$ cat src/rtl/cs_pkg.sv
// Shared definitions for the CS result path.
// Holds the default result width and window length, the warm-up state
// encoding, and the occupancy-counter width helper.
package cs_pkg;

  localparam int unsigned CS_DW  = 10;
  localparam int unsigned CS_WIN = 9;

  typedef enum logic {
    FILL,
    RUN
  } warm_state_e;

  // Occupancy counter needs to represent 0..depth inclusive.
  function automatic int unsigned cnt_width(input int unsigned depth);
    return $clog2(depth) + 1;
  endfunction

endpackage

$ cat src/rtl/cs_result_buffer_if.sv
// Result-stream and host-handshake bundle for cs_result_buffer.
//   y_in/y_en          : result stream from the CS stage
//   out_data/out_valid : head-of-FIFO result towards the host
//   out_ready          : host accepts out_data this cycle
// master = producer/host side, slave = the buffer.
interface cs_result_buffer_if #(
  parameter int unsigned DW = cs_pkg::CS_DW
);

  logic [DW-1:0] y_in;
  logic          y_en;
  logic [DW-1:0] out_data;
  logic          out_valid;
  logic          out_ready;

  modport master (
    output y_in, y_en, out_ready,
    input  out_data, out_valid
  );

  modport slave (
    input  y_in, y_en, out_ready,
    output out_data, out_valid
  );

endinterface

$ cat src/rtl/cs_rbuf_fifo.sv
// Generic synchronous show-ahead FIFO.
//   clk, rst_ni : clock, synchronous active-low reset
//   wr_en_i/wr_data_i : push request and data (ignored when full unless popping)
//   rd_en_i           : pop request (ignored when empty)
//   rd_data_o         : head entry; holds the last popped value while empty
//   full_o/empty_o/count_o : occupancy status
module cs_rbuf_fifo
  import cs_pkg::*;
#(
  parameter int unsigned DEPTH = 8,
  parameter int unsigned DW    = CS_DW
) (
  input  logic                          clk,
  input  logic                          rst_ni,
  input  logic                          wr_en_i,
  input  logic [DW-1:0]                 wr_data_i,
  input  logic                          rd_en_i,
  output logic [DW-1:0]                 rd_data_o,
  output logic                          full_o,
  output logic                          empty_o,
  output logic [cnt_width(DEPTH)-1:0]   count_o
);

  localparam int unsigned AW = $clog2(DEPTH);
  localparam int unsigned CW = cnt_width(DEPTH);

  logic [DW-1:0] mem_q [DEPTH];
  logic [AW-1:0] wr_ptr_q, rd_ptr_q;
  logic [CW-1:0] count_q;
  logic [DW-1:0] last_q;
  logic          rd_ok, wr_ok;

  assign empty_o = (count_q == '0);
  assign full_o  = (count_q == CW'(DEPTH));
  assign count_o = count_q;

  // A pop in the same cycle frees a slot, so a push into a full FIFO succeeds.
  assign rd_ok = rd_en_i && !empty_o;
  assign wr_ok = wr_en_i && (!full_o || rd_ok);

  // While empty, present the last popped value instead of stale RAM contents.
  assign rd_data_o = empty_o ? last_q : mem_q[rd_ptr_q];

  always_ff @(posedge clk) begin
    if (wr_ok) begin
      mem_q[wr_ptr_q] <= wr_data_i;
    end
  end

  always_ff @(posedge clk) begin
    if (!rst_ni) begin
      wr_ptr_q <= '0;
      rd_ptr_q <= '0;
      count_q  <= '0;
      last_q   <= '0;
    end else begin
      if (wr_ok) begin
        wr_ptr_q <= wr_ptr_q + AW'(1);
      end
      if (rd_ok) begin
        rd_ptr_q <= rd_ptr_q + AW'(1);
        last_q   <= mem_q[rd_ptr_q];
      end
      case ({wr_ok, rd_ok})
        2'b10:   count_q <= count_q + CW'(1);
        2'b01:   count_q <= count_q - CW'(1);
        default: count_q <= count_q;
      endcase
    end
  end

endmodule

$ cat src/rtl/cs_result_buffer.sv
// CS result buffer: drops the first WARMUP result strobes after reset, then
// queues results in a show-ahead FIFO for the host with sticky overflow.
//   clk, reset : clock, synchronous active-low reset
//   bus        : y_in/y_en in, out_data/out_valid out, out_ready in
//   count      : FIFO occupancy 0..DEPTH
//   warm       : warm-up complete, strobes are now stored
//   overflow   : sticky, a result was dropped on a full FIFO
//   peak       : (CS_RBUF_PEAK_EN only) unsigned max of stored results
// Optional feature macro: CS_RBUF_PEAK_EN.
module cs_result_buffer
  import cs_pkg::*;
#(
  parameter int unsigned DEPTH  = 8,
  parameter int unsigned WARMUP = CS_WIN,
  parameter int unsigned DW     = CS_DW
) (
  input  logic                        clk,
  input  logic                        reset,
  cs_result_buffer_if.slave           bus,
  output logic [cnt_width(DEPTH)-1:0] count,
  output logic                        warm,
`ifdef CS_RBUF_PEAK_EN
  output logic [DW-1:0]               peak,
`endif
  output logic                        overflow
);

  localparam int unsigned WCW = $clog2(WARMUP + 1);

  warm_state_e    state_q, state_d;
  logic [WCW-1:0] wcnt_q, wcnt_d;
  logic           ovf_q;
  logic           full, empty;
  logic           rd_en, wr_req, wr_accept;

  // Warm-up FSM: state register.
  always_ff @(posedge clk) begin
    if (!reset) begin
      state_q <= FILL;
      wcnt_q  <= '0;
    end else begin
      state_q <= state_d;
      wcnt_q  <= wcnt_d;
    end
  end

  // Warm-up FSM: next state. The WARMUP-th strobe moves to RUN but is not stored.
  always_comb begin
    state_d = state_q;
    wcnt_d  = wcnt_q;
    if (state_q == FILL && bus.y_en) begin
      if (wcnt_q == WCW'(WARMUP - 1)) begin
        state_d = RUN;
      end else begin
        wcnt_d = wcnt_q + WCW'(1);
      end
    end
  end

  // Warm-up FSM: outputs.
  always_comb begin
    warm = (state_q == RUN);
  end

  assign bus.out_valid = !empty;
  assign rd_en         = bus.out_valid && bus.out_ready;
  assign wr_req        = bus.y_en && warm;
  assign wr_accept     = wr_req && (!full || rd_en);

  always_ff @(posedge clk) begin
    if (!reset) begin
      ovf_q <= 1'b0;
    end else if (wr_req && full && !rd_en) begin
      ovf_q <= 1'b1;
    end
  end

  assign overflow = ovf_q;

`ifdef CS_RBUF_PEAK_EN
  logic [DW-1:0] peak_q;

  always_ff @(posedge clk) begin
    if (!reset) begin
      peak_q <= '0;
    end else if (wr_accept && (bus.y_in > peak_q)) begin
      peak_q <= bus.y_in;
    end
  end

  assign peak = peak_q;
`endif

  cs_rbuf_fifo #(
    .DEPTH (DEPTH),
    .DW    (DW)
  ) u_fifo (
    .clk       (clk),
    .rst_ni    (reset),
    .wr_en_i   (wr_accept),
    .wr_data_i (bus.y_in),
    .rd_en_i   (rd_en),
    .rd_data_o (bus.out_data),
    .full_o    (full),
    .empty_o   (empty),
    .count_o   (count)
  );

endmodule

$ cat src/flat_wrapper.sv
// flat-port wrapper written by rule: the top's interface ports become plain ports
module cs_result_buffer_flat import cs_pkg::*;
#(
  parameter int unsigned DEPTH  = 8,
  parameter int unsigned WARMUP = CS_WIN,
  parameter int unsigned DW     = CS_DW
)
  (clk, reset, count, warm, overflow, bus_y_in, bus_y_en, bus_out_ready, bus_out_data, bus_out_valid);
  cs_result_buffer_if #(.DW(DW)) bus_i ();
  input  logic clk;
  input  logic reset;
  output logic [cnt_width(DEPTH)-1:0] count;
  output logic warm;
  output logic overflow;
  input wire logic [$bits(bus_i.y_in)-1:0] bus_y_in;
  input wire logic [$bits(bus_i.y_en)-1:0] bus_y_en;
  input wire logic [$bits(bus_i.out_ready)-1:0] bus_out_ready;
  output wire logic [$bits(bus_i.out_data)-1:0] bus_out_data;
  output wire logic [$bits(bus_i.out_valid)-1:0] bus_out_valid;
  assign bus_i.y_in = bus_y_in;
  assign bus_i.y_en = bus_y_en;
  assign bus_i.out_ready = bus_out_ready;
  assign bus_out_data = bus_i.out_data;
  assign bus_out_valid = bus_i.out_valid;
  cs_result_buffer #(.DEPTH(DEPTH), .WARMUP(WARMUP), .DW(DW)) u_core (.clk(clk), .reset(reset), .bus(bus_i), .count(count), .warm(warm), .overflow(overflow));
endmodule
$ cat config.mk
export PLATFORM = sky130hd
export DESIGN_NAME = cs_result_buffer_flat
export DESIGN_NICKNAME = d
export VERILOG_FILES = /design/src/rtl/cs_pkg.sv /design/src/rtl/cs_result_buffer_if.sv /design/src/rtl/cs_rbuf_fifo.sv /design/src/rtl/cs_result_buffer.sv /design/src/flat_wrapper.sv
export SDC_FILE = /design/constraint.sdc
export NUM_CORES = 1
export LEC_CHECK = 0
export CORE_MARGIN = 3
export CORE_UTILIZATION = 25
export DETAILED_ROUTE_END_ITERATION = 12
export PLACE_DENSITY = 0.42
export SLEW_MARGIN = 20
export SYNTH_ARGS = -nofsm -noshare
export SYNTH_HDL_FRONTEND = slang
export SYNTH_SLANG_ARGS = --single-unit
export TNS_END_PERCENT = 1
$ cat constraint.sdc
create_clock -name clk -period 2.1 [get_ports clk]
set_input_delay 0.42 -clock clk [delete_from_list [all_inputs] [get_ports clk]]
set_output_delay 0.42 -clock clk [all_outputs]
set_load 0.02 [all_outputs]
Word-level counts from Yosys, hierarchy flattened
Memories as Yosys holds them, arrays and structs flattened. A register that Yosys moved wholly into a read port is not among the register bits.
Cells that the tools add are included.
- register bits after elaboration: 26
- memory bits (writable): 80
- output and inout bits: 17
- logic and storage cells: 42
- memories kept: 1
- memory list (name ; words ; width ; read ports ; clocked after memory_dff ; write ports ; line ; text):
    u_core.u_fifo.mem_q ; 8 ; 10 ; 1 ; 1 ; 1 ; cs_rbuf_fifo.sv:27 ; logic [DW-1:0] mem_q [DEPTH];
- $add $sub $neg: 5
- equal/unequal tests: 4
- muxes and demuxes: 6
- bitwise gates (word level): 2
- reduce and logical (&&, ||, !) cells: 17
- operators by type and width (cell ; count):
    10-bit two-way mux ; 1
    4-bit by 1-bit adder with 4-bit output (second input constant) ; 2
    4-bit equality test (second input constant) ; 2
    1-bit logical AND ; 8
    4-bit case mux with 2 select lines ; 1
    3-bit by 1-bit adder with 3-bit output (second input constant) ; 2
    3-bit two-way mux ; 2
    4-bit zero test ; 1
    2-bit AND reduction ; 2
    4-bit by 1-bit subtractor with 4-bit output (second input constant) ; 1
    1-bit zero test ; 3
    2-bit by 1-bit equality test with 1-bit output (second input constant) ; 1
    2-bit equality test (second input constant) ; 1
    1-bit logical OR ; 2
    1-bit two-way mux ; 2
    1-bit inverter ; 2
    2-bit nonzero test ; 1

Logic depth before layout (Yosys ltp)
Gate-level depths: netlist of run 1.
- word-level depth: 8
- mapped depth: 11
- gate-level depth less buffers: 10

Modules after synthesis
Synthesis of run 1 repeated with hierarchy kept, for this count alone.
- cell total of the unflattened synthesis: 294
- area, all modules: 4461.8 um2
- by module, submodules not included (module ; times used ; cells an instance ; area each (um2) ; seq. area each (um2)):
    cs_rbuf_fifo ; 1 ; 258 ; 4147.7 ; 2862.7
    cs_result_buffer ; 1 ; 36 ; 314.1 ; 120.1

Worst setup path after synthesis of run 1
Ideal clock, no wire load.
- path type: reg2reg
- start point: register u_core.u_fifo.count_q[1] (netlist: u_core.u_fifo.count_o[1])
- end point: memory u_core.u_fifo.mem_q[0][0] in the netlist's numbering, enable pin
- setup time: 404 ps
- arrival: 2118 ps
- slack: -422 ps
- cell stages (with the launch flop): 6
- path buffers: 1
- clock period less this slack: 2522 ps
- cells stage by stage: dfxtp_1 buf_2 nor3_2 a31oi_4 inv_1 nor4_1
- cells in the longest elaborated chain, start to end: 8
- elaborated cells on any way between the ends: 12
- RTL lines (element ; line ; text):
    start, declared ; cs_rbuf_fifo.sv:29 ; logic [CW-1:0] count_q;
    start signal, assigned ; cs_rbuf_fifo.sv:65 ; 2'b10: count_q <= count_q + CW'(1);
    start signal, assigned ; cs_rbuf_fifo.sv:66 ; 2'b01: count_q <= count_q - CW'(1);
    start signal, assigned ; cs_rbuf_fifo.sv:67 ; default: count_q <= count_q;
    4-bit zero test ; cs_rbuf_fifo.sv:33 ; assign empty_o = (count_q == '0);
    1-bit zero test ; cs_rbuf_fifo.sv:38, cs_result_buffer.sv:65 ;
    1-bit logical AND ; cs_result_buffer.sv:66 ; assign rd_en = bus.out_valid && bus.out_ready;
    1-bit logical OR or 1-bit logical AND (tied branches) ; cs_result_buffer.sv:68, cs_rbuf_fifo.sv:38 ;
    1-bit logical AND or 1-bit logical OR (tied branches) ; cs_result_buffer.sv:68, cs_rbuf_fifo.sv:39 ;
    1-bit logical AND (*) ; cs_rbuf_fifo.sv:39 ; assign wr_ok = wr_en_i && (!full_o || rd_ok);
    1-bit two-way mux (*) ; cs_rbuf_fifo.sv:45 ; if (wr_ok) begin
    1-bit two-way mux (not written as such) (*) ; cs_rbuf_fifo.sv:46 ; mem_q[wr_ptr_q] <= wr_data_i;
    end, declared ; cs_rbuf_fifo.sv:27 ;
Every way passes the cells marked *; elsewhere a longest branch is shown, timed or not.

==> results of run 1 <==
==> sequential cells by signal (all words and copies together), names as in the netlist, named ones only <==
| register | cells |
|---|---|
| u_core.overflow | 1 |
| u_core.u_fifo.count_o | 4 |
| u_core.u_fifo.last_q | 10 |
| u_core.u_fifo.mem_q | 80 |
| u_core.u_fifo.rd_ptr_q | 3 |
| u_core.u_fifo.wr_ptr_q | 3 |
| u_core.warm | 1 |
| u_core.wcnt_q | 4 |
==> cell usage after synthesis (all sizes together), types with 2 or more instances <==
library cell and count:
xor2 4, xnor2 4, inv 4, a31oi 2, clkbuf 5, nor3 5, nand2b 5, buf 8
dfxtp 29, nand2 10, a21boi 2, or3 2, o21ai 12, and2 7, mux2i 16, nor2b 9
nor2 15, ha 7, a21oi 23, mux4 20, edfxtp 80
==> metal layers <==
metal	global-route usage [%]	part of all wire, %
met3	3.14	4.2
met2	15.9	49
met5	0	0
met4	3.28	1.3
met1	12.4	46
==> worst paths after layout <==
kind	cells after the start	slack, ps	start	endpoint
max reg2reg	11	40	u_core.u_fifo.count_o[0]	u_core.u_fifo.count_o[2]
min	3	420	bus_y_en	u_core.warm
min reg2reg	1	470	u_core.overflow	u_core.overflow
max	6	-210	register	bus_out_data[3]
==> worst min-delay path, cell delays in order <==
cell	delay, ps
dlymetal6s2s_1	130
a21oi_1	80
nor2b_1	90
==> area by class of cell <==
cell class,count,area (µm²)
clock buffers,9,225
clock inverters,7,78.8
fillers,1623,11200
inverters,4,15.0
multi-input cells,150,1420
flip-flops and latches,109,3000
well taps,220,275
repair buffers,65,659
==> kinds of logic (layout without fill, tap and decap cells) <==
| kind of cell | Yosys count | in the layout |
|---|---|---|
| AND/OR/NAND/NOR | 57 | 57 |
| multiplexers | 36 | 36 |
| AO/OA/AOI/OAI | 42 | 42 |
| buffers and inverters | 17 | 85 |
| XOR/XNOR | 8 | 8 |
| flip-flops | 109 | 109 |
| adder cells (fa/ha/maj) | 7 | 7 |
==> per-stage QoR <==
step	total power [mW]	hold slack (ps)	cells	setup slack, ps	setup TNS [ps]
finish	4.11	418	564	-213	-1930
global route	4.29	425	564	-310	-2930
CTS	4.18	472	564	-257	-2310
detailed placement	2.43	454	546	-375	-12630
global placement	2.43	451	546	-352	-12050
floorplan	2.38	475	276	-86.3	-1970
==> cells in the final DEF (no fill, tap or decap), drive strengths merged <==
cell type,instances
or3,2
mux4,20
o21ai,12
clkinvlp,1
ha,7
xor2,4
nand2,10
o21a,1
nor4,1
a31oi,2
dfxtp,29
buf,45
clkbuf,9
o32ai,1
a21boi,2
xnor2,4
o41a,1
nor2,15
bufinv,1
mux2i,16
dlymetal6s2s,1
nand4,1
edfxtp,80
dlygate4sd2,1
nor3,5
clkinv,2
nand4b,1
nor2b,9
and2,7
nand3,1
clkdlybuf4s50,18
a21oi,23
inv,7
nand2b,5
==> timing repair <==
| action | CTS | global route |
|---|---|---|
| pin swaps | 2 | 3 |
| setup buffers | 1 | 0 |
| setup endpoints to repair | 13 | 12 |
| cloned | 1 | 0 |
| gates resized for setup | 64 | 7 |
==> power by group <==
group / internal (mW) / leakage [nW] / total, mW / switching [mW]
sequential: 2.30 / 0.956 / 2.31 / 0.00456
clock: 0.942 / 0.150 / 1.72 / 0.781
combinational: 0.0350 / 0.792 / 0.0742 / 0.0391
==> results.toml, run 1 <==
[logic_synthesis]
synthesis.nets = 297
synth.distinct_cells = 34
synth_compound_area_share_pct = 5.81
synthAdderAreaFrac_pct = 1.99
seq_area_frac_synth_pct = 67.9
synthMuxAreaShare_pct = 13.9
ys.flop_type = "edfxtp_1"
synth_edf_count = 80
yosysTopAreaCell = "edfxtp_1"
syn_area_um2 = 4400
yosysWarnings = 0
synth.area.top_cells = "edfxtp_1 55%, dfxtp_1 13%, mux4_2 10%, mux2i_1 3.6%, a21oi_1 2.6%"
synth-simple-area-share_pct = 6.75
synth_top_family_by_area = "multiplexers"
synthArstFlopShare_pct = 0
syn_inst = 276
syn-mean-instance-area_um2 = 15.9
ys_ff_latch = 109
yosysTopAreaCellShare_pct = 54.7
synth_xor_area_share_pct = 1.59

[grt]
grt-ovfl-total = 0
grt_pass1_wl_um = 14100
antenna_found_initial = 0
grtUsageTotal_pct = 9.75
grt_max_degree = 30
grt_pass1_vias = 2439

[placement]
place_congestion = 0.691
placed_area_um2 = 5280
numPortBuffers = 30
hpwl_um = 5970

[route]
drtIter0Drc = 167
drt_pass1_iterations = 4
wl_per_cell_um = 15.9
ant_nets = 0
num_vias = 2465
vias_per_cell = 4.37
drt_drc_violations_left = 0
routed_wl_um = 8980

[critical_path]
cp_top_family = "multiplexers"
timing.critical_path.fanout_max = 7
worst-setup-path-type = "reg -> out"
cpMaxStageDelayCell = "mux4_2"
cp-start-kind = "register"
crit_arrival_ps = 1890
cpPeakStageDelay_ps = 510
crit_path_end_kind = "primary output"
crit_buf_inv = 3
crit_chain = "buf_12, mux4_2, mux2i_1, buf_4, a21oi_4, buf_6"
crit_required_ps = 1680

[cts]
clkTransAtPathRegs_ps = 70
cts_tree = "done"
cts_hold_buf = 0
clkLatencyLatePin_ps = 350
clockBufferDepth = 2
numCtsBuffers = 9
htreeDepth = 3
clock_sinks = 109
root_buffer = "clkbuf_16"

[floorplanning]
initial_core_util_pct = 26.0
die_x_um = 139
die_h_um = 139
row_count = 47
ios = 31
core_region_area_um2 = 16900
dieArea_um2 = 19200

[finish]
n_antenna_cell = 0
syn2layout_area_growth_pct = 29.1
fin_area_um2 = 5670
post-route-util_pct = 33.6
final_nets = 360
drive_above_1_share_pct = 31.4

[run]
maxCapViolCount = 0

[timing]
tightest_slew_ps = 356
finalWorstSetupSlack_ps = -213
fmax_mhz = 432
finalHoldViolations = 0
fin_crit_sh_pct = 110
skew_ps = 5.07
slew_violations = 0
grt_setup_unrepaired = "true"
fin_crit_ps = 2310
setup_viol = 10
timing.slew.headroom_pct = 76.0

[outcome]
status = "finished, violations left"
failed_checks = "setup timing"

[worst_hold_path]
hp-class = "in -> reg"

[pwr]
irDropWorstVdd_v = 0.000339
leakagePower_nw = 1.90
p_per_area_nw_per_um2 = 724
Power figures use the tool's default switching activity.
==> run 2: changes to the inputs <==
--- a/config.mk
+++ b/config.mk
@@ -8,8 +8,8 @@
 export CORE_MARGIN = 3
 export CORE_UTILIZATION = 25
 export DETAILED_ROUTE_END_ITERATION = 12
-export PLACE_DENSITY = 0.42
-export SLEW_MARGIN = 20
+export DONT_BUFFER_PORTS = 1
+export PLACE_DENSITY = 0.4
 export SYNTH_ARGS = -nofsm -noshare
 export SYNTH_HDL_FRONTEND = slang
 export SYNTH_SLANG_ARGS = --single-unit
==> run 2 against run 1 <==
Against the previous run: the flow still finishes with violations (setup timing); clock skew rose by 4.1 ps; setup slack improved by 91 ps; critical path depth fell by 2; cell area decreased by 5.6%; cell count decreased by 6.0%; sequential power barely moved; hold slack got worse by 260 ps; critical path type unchanged; critical endpoint is now bus_out_data[7].
==> results.toml, run 2 (synthesis results as in run 1) <==
[timing]
fin_crit_sh_pct = 106
timing.slew.headroom_pct = 74.0
tns_ps = -950
finalHoldViolations = 0
slew_violations = 0
finalWorstSetupSlack_ps = -122
setup_viol = 10
skew_ps = 9.15
grt_setup_unrepaired = "true"
tightest_slew_ps = 386
whs_ps = 160
fin_crit_ps = 2220
fmax_mhz = 450

[floorplanning]
die_h_um = 139
die_x_um = 139
initial_core_util_pct = 26.0
dieArea_um2 = 19200
core_region_area_um2 = 16900
ios = 31
row_count = 47

[critical_path]
crit_arrival_ps = 1800
reg2reg_slack_ps = 50
rr_worst_depth = 10
r2r-end = "u_core.u_fifo.count_o[2]"
cp-start-kind = "register"
crit_path_end_kind = "primary output"
worst-setup-path-type = "reg -> out"
crit_required_ps = 1680
timing.critical_path.fanout_max = 11
timing.rr.start = "u_core.u_fifo.count_o[0]"

[cts]
clkLatencyLatePin_ps = 350
clockBufferDepth = 2
clkTransAtPathRegs_ps = 70
clock_sinks = 109
root_buffer = "clkbuf_16"
numCtsBuffers = 9
htreeDepth = 3
cts_tree = "done"
cts_hold_buf = 0

[pwr]
swShare_pct = 19.0
p_per_area_nw_per_um2 = 755
p_comb_share_pct = 0.5
p_switching_mw = 0.766
seq_power_share_pct = 57.1
pwr-share-clk_pct = 42.4
p_int_mw = 3.28
leakagePower_nw = 1.72
totalPowerFinal_mw = 4.04
irDropWorstVdd_v = 0.000356

[outcome]
failed_checks = "setup timing"
status = "finished, violations left"

[grt]
grt-ovfl-total = 0
grt_pass1_wl_um = 14200
grt_max_degree = 30
grtUsageTotal_pct = 9.86
grt_pass1_vias = 2380
antenna_found_initial = 0

[finish]
drive_above_1_share_pct = 32.3
regMostFlops = "u_core.u_fifo.mem_q"
syn2layout_area_growth_pct = 21.8
final_nets = 326
largest_reg_flops = 80
final_cell_mix = "80 x edfxtp_1, 28 x buf_4, 23 x dfxtp_1"
final_common_cell = "edfxtp_1"
n_antenna_cell = 0
fin_area_um2 = 5350
reg_top3 = "u_core.u_fifo.mem_q (80), u_core.u_fifo.last_q (10)"
post-route-util_pct = 31.7

[route]
drtIter0Drc = 147
drt_drc_violations_left = 0
routed_wl_um = 9130
wl_per_cell_um = 17.2
ant_nets = 0
vias_per_cell = 4.45
drt_pass1_iterations = 4
num_vias = 2361

[placement]
numPortBuffers = 0
placed_area_um2 = 4920
place_congestion = 0.675
hpwl_um = 5950

[run]
maxCapViolCount = 0

[worst_hold_path]
min_path_cells = 0
min_to = "u_core.u_fifo.mem_q[1][8]"
min_from = "bus_y_in[8]"
hp-class = "in -> reg"
-- run 2: cell count changes in the layout (fill, tap and decap cells not counted), moves of 2 or more --
cell and change:
mux2i_4 +3, clkinv_4 +2, buf_2 -4, mux2i_1 -2, a21oi_2 +2, nor3_1 -3
buf_12 -4, buf_6 -4, a21oi_1 -4, inv_8 -2, a21oi_4 +2, clkdlybuf4s50_1 -18
nor3_2 +3
-- run 2: cell type report --
type                       count  area (µm²)
tap                          220         275
clock inverter                 5        60.1
inverter                       4        15.0
timing repair buffer          31         270
multi-input combinational    150        1490
clock buffer                  11         243
fill                        1635       11500
sequential                   109        3000
-- run 2: worst max path at each step --
stage	cells after the start	from	slack, ps	end
2_1_floorplan	9	u_core.u_fifo.count_o[3]	-90	u_core.u_fifo.count_o[2]
3_3_place_gp	4	register	70	bus_out_data[7]
3_5_place_dp	10	u_core.u_fifo.count_o[0]	50	u_core.u_fifo.count_o[2]
4_1_cts	4	register	-180	bus_out_data[5]
6_report	4	register	-120	bus_out_data[7]
5_1_grt	5	register	-200	bus_out_data[8]
-- run 2: critical path: stages (launching register included) --
cell and delay (ps):
dfxtp_4 370, buf_12 150, mux4_2 590, mux2i_4 200, a21oi_2 130
-- run 2: through the flow --
step,worst slack (ps),std cells
2_1_floorplan,-86.3,276
3_3_place_gp,72.5,513
3_5_place_dp,47.8,513
4_1_cts,-177,530
5_1_grt,-202,530
6_report,-122,530
-- run 2: routing by layer --
metal	global-route usage (%)	vias to the layer above	share of wire (%)
met5	0	-	0
met4	2.65	0	1.1
met3	4.48	9	6.9
met2	15.1	53	47
met1	12.7	1188	45
li1	-	1111	-
-- run 2: power groups by stage --
stage               sequential, mW  combinational, mW  clock [mW]
global route                  2.31             0.0237        1.87
finish                        2.31             0.0204        1.71
floorplan                     2.36             0.0231           0
CTS                           2.31             0.0208        1.78
global placement              2.36             0.0200           0
detailed placement            2.36             0.0205           0
-- run 2: repair_timing --
item	4_1_cts	5_1_grt
resized for setup	21	5
setup buffers	1	0
pin swaps	5	1
endpoints found under the setup margin	10	11
==> run 3: changes to the inputs <==
--- a/config.mk
+++ b/config.mk
@@ -13,4 +13,4 @@
 export SYNTH_ARGS = -nofsm -noshare
 export SYNTH_HDL_FRONTEND = slang
 export SYNTH_SLANG_ARGS = --single-unit
-export TNS_END_PERCENT = 1
+export TNS_END_PERCENT = 20
==> results of run 3 <==
Final layout, timing and power as in run 2 (identical DEF).
